===== src/rtl/sel_wss_mod.sv =====
// Working-set selection: one sequential pass over label/alpha/gradient RAMs
// finds the maximal violating pair (i_up, i_low), the optimality gap and a converged flag.
module sel_wss_mod #(
   parameter int AW = 11,
   parameter int DW = 64
) (
   input  logic          clk,
   input  logic          rst_,
   input  logic          start,
   input  logic [AW-1:0] n_vector,
   input  logic [DW-1:0] c_bound,
   input  logic [DW-1:0] eps,
   output logic [AW-1:0] ram_rd_addr,
   input  logic          ram_label_q,
   input  logic [DW-1:0] ram_a_q,
   input  logic [DW-1:0] ram_a_grad_q,
   output logic [AW-1:0] i_up,
   output logic [AW-1:0] i_low,
   output logic [DW-1:0] m_val,
   output logic [DW-1:0] M_val,
   output logic          converged,
   output logic          finish
);

   typedef enum logic [2:0] {IDLE, READ, DRAIN, CMP, DONE} state_t;

   localparam logic [DW-1:0] SMIN = {1'b1, {(DW-1){1'b0}}};
   localparam logic [DW-1:0] SMAX = {1'b0, {(DW-1){1'b1}}};

   state_t state, state_nx;

   logic [AW-1:0]        addr, idx_d, up_idx, low_idx;
   logic                 vld_d, up_found, low_found, last;
   logic signed [DW-1:0] run_max, run_min, v, a_s, c_s;
   logic                 a_pos, a_lt_c, in_up, in_low, upd_up, upd_low;
   logic signed [DW:0]   gap, eps_x;

   assign ram_rd_addr = addr;
   assign finish      = (state == DONE);
   assign last        = (addr == n_vector - 1'b1);

   always_comb begin
      state_nx = state;
      case (state)
         IDLE:    if (start) state_nx = (n_vector == '0) ? DONE : READ;
         READ:    if (last) state_nx = DRAIN;
         DRAIN:   state_nx = CMP;
         CMP:     state_nx = DONE;
         DONE:    state_nx = IDLE;
         default: state_nx = IDLE;
      endcase
   end

   // Returning sample evaluation; vld_d/idx_d tag the RAM output with its address.
   always_comb begin
      a_s    = $signed(ram_a_q);
      c_s    = $signed(c_bound);
      a_pos  = !a_s[DW-1] && (|a_s);
      a_lt_c = (a_s < c_s);
      if (ram_label_q)
         v = (ram_a_grad_q == SMIN) ? $signed(SMAX) : -$signed(ram_a_grad_q);
      else
         v = $signed(ram_a_grad_q);
      in_up   = ram_label_q ? a_lt_c : a_pos;
      in_low  = ram_label_q ? a_pos  : a_lt_c;
      upd_up  = vld_d && in_up  && (!up_found  || (v > run_max));
      upd_low = vld_d && in_low && (!low_found || (v < run_min));
      gap     = $signed({run_max[DW-1], run_max}) - $signed({run_min[DW-1], run_min});
      eps_x   = $signed({eps[DW-1], eps});
   end

   always_ff @(posedge clk or posedge rst_) begin
      if (rst_) begin
         state     <= IDLE;
         addr      <= '0;
         idx_d     <= '0;
         vld_d     <= 1'b0;
         run_max   <= '0;
         run_min   <= '0;
         up_idx    <= '0;
         low_idx   <= '0;
         up_found  <= 1'b0;
         low_found <= 1'b0;
         i_up      <= '0;
         i_low     <= '0;
         m_val     <= '0;
         M_val     <= '0;
         converged <= 1'b0;
      end else begin
         state <= state_nx;
         vld_d <= (state == READ);
         idx_d <= addr;
         case (state)
            IDLE: if (start) begin
               addr      <= '0;
               run_max   <= SMIN;
               run_min   <= SMAX;
               up_found  <= 1'b0;
               low_found <= 1'b0;
               if (n_vector == '0) begin
                  i_up      <= '0;
                  i_low     <= '0;
                  m_val     <= '0;
                  M_val     <= '0;
                  converged <= 1'b1;
               end
            end
            READ: if (!last) addr <= addr + 1'b1;
            CMP: begin
               i_up      <= up_found  ? up_idx  : '0;
               i_low     <= low_found ? low_idx : '0;
               m_val     <= up_found  ? run_max : '0;
               M_val     <= low_found ? run_min : '0;
               converged <= !up_found || !low_found || (gap < eps_x);
            end
            default: ;
         endcase
         // vld_d is never set in IDLE, so these cannot collide with the pass init
         if (upd_up) begin
            run_max  <= v;
            up_idx   <= idx_d;
            up_found <= 1'b1;
         end
         if (upd_low) begin
            run_min   <= v;
            low_idx   <= idx_d;
            low_found <= 1'b1;
         end
      end
   end

endmodule


===== config.mk =====
export PLATFORM = sky130hd
export DESIGN_NAME = sel_wss_mod
export DESIGN_NICKNAME = d
export VERILOG_FILES = /design/src/rtl/sel_wss_mod.sv
export SDC_FILE = /design/constraint.sdc
export NUM_CORES = 1
export LEC_CHECK = 0
export ABC_CLOCK_PERIOD_IN_PS = 19280
export BUFFER_PORTS_ARGS = -buffer_cell sky130_fd_sc_hd__buf_4
export CAP_MARGIN = 15
export CORE_ASPECT_RATIO = 0.8
export CORE_MARGIN = 1.5
export CORE_UTILIZATION = 60
export CTS_BUF_LIST = sky130_fd_sc_hd__clkbuf_4 sky130_fd_sc_hd__clkbuf_8
export DETAILED_ROUTE_END_ITERATION = 8
export PLACE_DENSITY = 0.92
export RECOVER_POWER = 100
export SYNTH_ARGS = -nofsm -noshare
export SYNTH_HDL_FRONTEND = slang
export SYNTH_SLANG_ARGS = --single-unit

===== constraint.sdc =====
create_clock -name clk -period 19.28 [get_ports clk]
set_input_delay 0.964 -clock clk [delete_from_list [all_inputs] [get_ports clk]]
set_output_delay 0.964 -clock clk [all_outputs]
set_load 0.01 [all_outputs]

### Yosys cells after proc, flatten, opt, wreduce, memory -nomap -nowiden

Cells that the tools add are included.

* register bits: 329
* input bits: 271
* output and inout port bits: 163
* logic and storage cells: 95

* add/sub/neg operators: 4
* magnitude comparators: 4
* equality and inequality tests: 10
* muxes and demuxes: 36
* reductions and logical operators: 26

Operators by type and width (count)
* $mux W64: 12
* $pmux W64 S2: 2
* $lt A64 B64 Y1: 2
* $mux W11: 6
* $pmux W11 S2: 3
* $lt A65 B64 Y1: 1
* $sub A64 B64 Y65: 1
* $eq A64 B64 Y1 const B: 1
* $gt A64 B64 Y1: 1
* $neg A64 Y64: 1
* $reduce_or A64 Y1: 1
* $pmux W3 S4: 1
* $reduce_bool A2 Y1: 6
* $add A11 B1 Y11 const B: 1
* $eq A11 B11 Y1: 1
* $logic_not A11 Y1: 1
* $sub A11 B1 Y11 const B: 1
* $mux W3: 3
* $mux W1: 8
* $ne A2 B2 Y1 const B: 4
* $eq A3 B2 Y1 const B: 2
* $reduce_and A2 Y1: 3
* $reduce_and A3 Y1: 2
* $logic_and A1 B1 Y1: 5
* 6 further kinds: 11

### Depth between registers and ports, before layout

Gate-level depths: netlist of the first run.

* word-level depth: 8
* depth in mapped cells: 26

### Least setup slack after synthesis of the first run

OpenSTA, ideal clock, no wires.

* path type: input-to-reg
* from: input ram_a_grad_q[25]
* to: register run_max[10]
* setup time: 81 ps
* arrival time: 6828 ps
* required time: 19199 ps
* path slack: 12371 ps
* cell stages on the path: 23
* path through: or3_1 -> or4_4 -> or3_1 -> clkbuf_1 -> or3_1 -> or3_1 -> buf_2 -> or2_4 -> o31ai_1 -> mux2_2 -> inv_1 -> ha_1 -> nand4_1 -> nor2_1 -> nand2_1 -> or3_1 -> a221oi_1 -> nor3_1 -> o31a_1 -> a211oi_1 -> clkbuf_1 -> buf_1 -> mux2i_1

* word-level cells in the longest chain between the ends: 8
* elaborated cells between the ends (all ways): 11
* classes of those cells: 1 x add/sub; 1 x order compare; 1 x eq/ne; 3 x mux; 5 x reduce/logical

Ends and longest elaborated chain
* from (decl): line 16 `input logic [DW-1:0] ram_a_grad_q,`
* $neg A64 Y64 or $eq A64 B64 Y1 (tied branches): line 61 `v = (ram_a_grad_q == SMIN) ? $signed(SMAX) : -$signed(ram_a_grad_q);`
* $mux W64: line 61
* $mux W64 *: line 60 `if (ram_label_q)`
* $gt A64 B64 Y1: line 66 `upd_up = vld_d && in_up && (!up_found || (v > run_max));`
* $logic_or A1 B1 Y1: line 66
* $logic_and A1 B1 Y1: line 66
* $reduce_bool A2 Y1 (no source line)
* $reduce_and A2 Y1 (no source line)
* to (signal assigned): line 120 `run_max <= v;`
* to (decl): line 34 `logic signed [DW-1:0] run_max, run_min, v, a_s, c_s;`

Mark *: on every way between the ends. The rest lies on a longest branch, timed or not.
A chain may end at the register's enable or synchronous reset.

### Final worst setup path of the first run

* from: input ram_a_grad_q[3]
* to: register run_max[8]

The elaborated chain is that of the path after synthesis.

==> out/results.ini, run 1 <==
[status]
status = complete, but fails checks
violations = capacitance limit, slew limit

[pwr]
p_leak_uw = 0.01509
power_uw = 4694
ir_worst_vdd_v = 0.00007260
power_frac_comb_pct = 60.7
p_per_area_nw_per_um2 = 163.0
power_frac_seq_pct = 24.1
cell_internal_pwr_uw = 2486
power.switching_uw = 2207
power.share.clock_pct = 15.2
switching_share_pct = 47.03

[critical_path]
path_buf_inv = 4
critPathCaptureType = register
critPathKind = input pin to register
crit_family = simple AND/OR/NAND/NOR gates
r2r_setup_slack_ns = 11.71
cp_max_fo = 55
arrival_ns = 14.01
worstPathCellList = clkbuf_1 > nor3_1 > nand3_1 > or4_1 > nor3_1 > nor4b_1 > clkbuf_1 > nor2_1 > inv_1 > ha_1 > nand4_1 > nor2_1 > nor4b_1 > a21oi_1 > a221oi_1 > nor3_1 > o31a_1 > a211oi_4 > clkbuf_1 > mux2i_1
max_stage_delay_ns = 3.20
worstPathRequired_ns = 19.58
cpMaxStageDelayCell = clkbuf_1
cp-start-kind = input pin

[synthesis]
ys_seq_area_share_pct = 33.58
synth_nets = 3291
synth_warnings = 0
synthTopCellsByArea = dfrtp_1, ha_1, inv_1
netlist_area_um2 = 24510
syn_area_per_cell_um2 = 9.086
synth_top_cell_area_share_pct = 33.58
synthArstFlopShare_pct = 100.0
synth_edf_count = 0
yosysTopAreaCell = dfrtp_1
synth_seq_cells = 329
synthFlopType = dfrtp_1
yosysUniqueCellTypes = 73
postSynthCellCount = 2698

[sta]
hold_violations = 0
tightest_slew_ns = 5.897
period_minus_slack_ns = 13.72
relSlewSlack_pct = -295.3
setup_viol = 0
hold_slack_ns = 0.4888
setup_tns_ns = 0
rsz0062_at_grt = false
slew_viol_final = 635
fin_worst_skew_ns = 0.03825
max_freq_mhz = 72.90
period_share_pct = 71.14

[floorplanning]
ioPinCount = 434
initial_core_util_pct = 60.58
die_h_um = 183.8
dieArea_um2 = 42090
core_area_um2 = 40460
dieWidth_um = 229.0
rows = 66

[layout]
fin_nets = 3699
drive_gt1_share_pct = 13.36
final_core_util_pct = 71.15
synthToLayoutAreaGrowth_pct = 17.44
fillers = 3192

[clock_tree]
cts_max_level = 2
clk_latency_ns = 0.65
postCtsSetupBuffers = 0
clk_path_buf_depth = 3
cts_tree = built
holdBufCountCts = 0
cts_sinks = 329
root_buffer = clkbuf_8
path_clk_slew_ns = 0.07
cts_buffers = 55
cts_resized = 0

[placed_design]
gp_routability_congestion = 1.021
port_buffers = 433
hpwlAfterDp_um = 62170

[routing]
routed_via_density = 6.222
detail_route.wl_per_cell_um = 21.93
drc = 0
ant_nets = 0
routed_wl_um = 81170
drtIter0Drc = 2343
dr.pass1.iters = 6
dr_total_vias = 23030

[grt]
grt_pass1_wl_um = 125200
antenna_found_initial = 7
overflow = 0
grt_start_max_net_pins = 134
grt_usage_pct = 37.76
grt_pass1_vias = 22870

[hold_path]
hp-class = register to register

[job]
drv_cap = 10

## worst paths after layout
kind                               to       startpoint  cells past startpoint
setup / recovery           run_max[8]  ram_a_grad_q[3]                     20
hold / removal             low_idx[1]         idx_d[1]                      1
setup reg to reg            converged       run_max[0]                     23
hold reg to reg            low_idx[1]         idx_d[1]                      1
max in group asynchronous   M_val[28]             rst_                      4
min in group asynchronous   m_val[62]             rst_                      2
## cell families after synthesis
kind of cell	after synthesis	share of synthesized area, %
AO/OA/AOI/OAI	676	19.03
XOR/XNOR	133	4.752
adder cells (fa/ha/maj)	322	16.47
buffers and inverters	460	7.242
flip-flops	329	33.58
multiplexers	155	6.446
AND/OR/NAND/NOR	623	12.48
## final cells by class
| cell class | instances | area, um^2 | area share, % |
|---|---|---|---|
| multi-input cells | 1909 | 14520 | 50.43 |
| repair buffers | 449 | 2729 | 9.479 |
| diodes | 6 | 15.01 | 0.05215 |
| inverters | 362 | 1360 | 4.724 |
| clock buffers | 83 | 1049 | 3.642 |
| flip-flops and latches | 329 | 8233 | 28.60 |
| clock inverters | 19 | 203.9 | 0.7084 |
| well taps | 544 | 680.7 | 2.364 |
## stage by stage
| stage | instances | cell area (um^2) | worst slack, ns |
|---|---|---|---|
| after floorplan | 2698 | 24510 | 9.205 |
| after global placement | 3593 | 28200 | 10.26 |
| after detailed placement | 3593 | 28200 | 9.854 |
| after CTS | 3695 | 29450 | 10.49 |
| after global routing | 3700 | 28790 | 5.056 |
| final | 3701 | 28790 | 5.563 |
## Yosys cell counts, types with 7 or more instances
| library cell | number |
|---|---|
| nor4_1 | 24 |
| nor3_1 | 27 |
| o41ai_1 | 10 |
| or4_1 | 10 |
| nor2b_1 | 26 |
| xnor2_1 | 107 |
| o211ai_1 | 18 |
| and4_1 | 7 |
| ha_1 | 321 |
| a31oi_1 | 16 |
| a21o_1 | 73 |
| xor2_1 | 26 |
| a2111oi_0 | 8 |
| a21oi_1 | 148 |
| nand4_1 | 59 |
| a211oi_1 | 24 |
| o21bai_1 | 13 |
| mux2_1 | 11 |
| a22o_1 | 150 |
| or2_2 | 12 |
| a221oi_1 | 7 |
| dfrtp_1 | 329 |
| nand2_1 | 149 |
| nor2_1 | 194 |
| nand3_1 | 34 |
| o2111ai_1 | 8 |
| inv_1 | 362 |
| or3_1 | 26 |
| o21ai_0 | 118 |
| mux2i_1 | 132 |
| nand2b_1 | 15 |
| o31ai_1 | 24 |
| clkbuf_1 | 80 |
| and3_1 | 11 |
| o21a_1 | 21 |
| mux2_2 | 12 |
## power groups by stage
stage	sequential [uW]	combinational (uW)	clock, uW
3_5_place_dp	1130	2760	0
2_1_floorplan	1040	2020	0
6_report	1130	2850	713
4_1_cts	1120	2790	718
5_1_grt	1150	3130	749
3_3_place_gp	1120	2640	0
## layout by cell type (no fill, tap or decap), types with 27 or more instances in the layout
cell type / netlist / routed
dfrtp_1: 329 / 329
nand3_1: 34 / 33
buf_4: 1 / 277
nand4_1: 59 / 59
clkbuf_1: 80 / 171
mux2i_1: 132 / 132
o21ai_0: 118 / 119
clkbuf_8: 0 / 68
nand2_1: 149 / 149
a21oi_1: 148 / 148
a21o_1: 73 / 73
a22o_1: 150 / 150
xnor2_1: 107 / 107
ha_1: 321 / 321
nor2_1: 194 / 194
inv_1: 362 / 361
nor3_1: 27 / 27
## sequential cells by signal (all words and copies together) (netlist names)
name         cells
vld_d            1
run_max         64
low_found        1
i_low           11
M_val           64
idx_d           11
ram_rd_addr     11
up_idx          11
state            3
low_idx         11
run_min         64
up_found         1
i_up            11
converged        1
m_val           64
## layer usage
| metal | vias up | track usage [%] | share of wire, % |
|---|---|---|---|
| met5 | - | 0 | 0.016 |
| met4 | 2 | 16.24 | 4.4 |
| met3 | 235 | 7.460 | 9.8 |
| met2 | 1259 | 59.25 | 44 |
| met1 | 11080 | 51.02 | 42 |
| li1 | 10450 | - | - |
No activity file was read; power rests on OpenSTA's default activity.
==> run 2: changes to the inputs <==
Settings changed: ABC_CLOCK_PERIOD_IN_PS 19280 to 12610, CORE_UTILIZATION 60 to 53, PLACE_DENSITY 0.92 to 0.86.
Clock period 19.28 ns to 12.61 ns, I/O delays scaled along.
==> run 2 against run 1 <==
The run still ends with capacitance limit, slew limit left. Worst hold slack got worse by 0.15 ns. Final cell count rose by 1.8%. First-iteration DRC count fell by 20%. Global-route usage fell by 3.6 points. Setup slack got worse by 2.6 ns. Flip-flop and latch count did not move. Count of clock-buffer cells in the layout did not move. Die area rose by 13%. Wire length rose by 1.6%. Via count fell by 1.4%. Critical path depth rose by 1. Critical path type unchanged. Highest routed layer is now met4.
==> out/results.ini, run 2 (same netlist as run 1, synthesis figures left out) <==
[critical_path]
cp-start-kind = input pin
worstPathCellList = clkbuf_1 > nor3_1 > nand3_1 > or4_1 > nor3_1 > nor4b_1 > clkbuf_1 > nand3b_1 > o21a_1 > inv_1 > ha_1 > nand4_1 > nor2_1 > nand2_1 > or3_1 > a221oi_1 > nor3_1 > o31a_1 > a211oi_4 > clkbuf_1 > mux2_2
r2r_cells = 24
crit_family = simple AND/OR/NAND/NOR gates
r2r-end = converged
max_stage_delay_ns = 2.40
r2r_start = run_max[0]
worstPathRequired_ns = 13.15
critPathCaptureType = register
r2r_setup_slack_ns = 5.28
arrival_ns = 10.18
cp_max_fo = 40
path_buf_inv = 4
cpMaxStageDelayCell = clkbuf_1
critPathKind = input pin to register

[routing]
dr_total_vias = 22710
routed_wl_um = 82460
ant_nets = 0
drtIter0Drc = 1872
routed_via_density = 6.030
highest_layer = met4
dr.pass1.iters = 6
dr_wl_met3_um = 7955
detail_route.wl_per_cell_um = 21.90
route.met2.wl_um = 36170
drc = 0
m1WireLength_um = 35710

[sta]
fin_worst_skew_ns = 0.03223
hold_violations = 0
tightest_slew_ns = 5.899
max_freq_mhz = 103.7
setup_viol = 0
period_share_pct = 76.50
rsz0062_at_grt = false
period_minus_slack_ns = 9.647
setup_tns_ns = 0
relSlewSlack_pct = -295.4
slew_viol_final = 492

[floorplanning]
dieArea_um2 = 47560
die_h_um = 195.4
core_area_um2 = 45630
rows = 70
dieWidth_um = 243.5
ioPinCount = 434
initial_core_util_pct = 53.72

[grt]
grt_usage_pct = 34.16
grt_start_max_net_pins = 134
grt_pass1_wl_um = 127800
overflow = 0
antenna_found_initial = 3
grt_pass1_vias = 22660

[pwr]
p_leak_uw = 0.01508
ir_worst_vdd_v = 0.0001050
power_uw = 7139
p_per_area_nw_per_um2 = 247.4

[status]
status = complete, but fails checks
violations = capacitance limit, slew limit

[placed_design]
gp_routability_congestion = 1.009
hpwlAfterDp_um = 64050
place_inst = 3663
port_buffers = 433

[clock_tree]
clk_latency_ns = 0.67
holdBufCountCts = 0
cts_max_level = 2
cts_tree = built
cts_sinks = 329
postCtsSetupBuffers = 0
path_clk_slew_ns = 0.06
cts_resized = 0
clk_path_buf_depth = 3
cts_buffers = 56
root_buffer = clkbuf_8

[job]
drv_cap = 7

[layout]
layout_commonest_cell = inv_1
fillers = 3984
layout_common_cells = inv_1, dfrtp_1, ha_1
fin_cells = 3766
fin_nets = 3702
synthToLayoutAreaGrowth_pct = 17.71
final_core_util_pct = 63.24
drive_gt1_share_pct = 13.39

[hold_path]
hold_depth = 3
hp-start = ram_a_grad_q[61]
hp-class = input pin to register
holdPathEnd = run_min[61]

run 2: cell types whose count changed in the layout (fill, tap and decap cells not counted), moves of 2 or more:
cell        delta
bufinv_16      -2
diode_2        -3
clkinvlp_4     +2
buf_4          +2
clkbuf_4       -4
clkbuf_8       +4
run 2: area by class of cell:
class | count | area, um^2 | share of cell area (%)
Clock inverter | 17 | 145.1 | 0.5030
Timing Repair Buffer | 451 | 2744 | 9.509
Antenna cell | 3 | 7.507 | 0.02602
Multi-Input combinational cell | 1909 | 14530 | 50.34
Inverter | 362 | 1360 | 4.713
Clock buffer | 83 | 1074 | 3.720
Sequential cell | 329 | 8233 | 28.53
Tap cell | 612 | 765.7 | 2.654
run 2: routing by layer:
metal	vias up	global-route usage, %
li1	10430	-
met1	11020	47.49
met2	1086	52.90
met3	171	7.367
met4	0	11.23
met5	-	0
run 2: report_power, final:
| part | internal (uW) | total, uW | switching (uW) | leakage [uW] |
|---|---|---|---|---|
| Clock | 585 | 1060 | 479 | 0.000640 |
| Sequential | 1350 | 1740 | 383 | 0.00423 |
| Combinational | 1830 | 4340 | 2510 | 0.0102 |
run 2: stage by stage:
| step | setup WS (ns) | area [um^2] | hold slack (ns) |
|---|---|---|---|
| floorplan | 2.868 | 24510 | 0.4522 |
| global placement | 4.917 | 28300 | 0.4623 |
| detailed placement | 4.585 | 28300 | 0.4715 |
| CTS | 5.291 | 29520 | 0.1810 |
| global route | 2.496 | 28850 | 0.3363 |
| finish | 2.963 | 28860 | 0.3415 |
run 2: worst max path at each step:
stage	startpoint	end	slack, ns	cells after the start
after floorplan	rst_	M_val[0]	2.87	1
after global placement	ram_a_grad_q[7]	run_min[45]	4.92	21
after detailed placement	ram_a_grad_q[3]	run_min[39]	4.59	21
after CTS	ram_a_grad_q[3]	run_min[39]	5.29	21
after global routing	ram_a_grad_q[3]	run_max[54]	2.50	21
final	ram_a_grad_q[3]	up_idx[4]	2.96	21
run 2: tightest hold or removal path: stages:
cell     delay [ns]
buf_4          0.10
mux2_2         0.16
mux2i_1        0.07
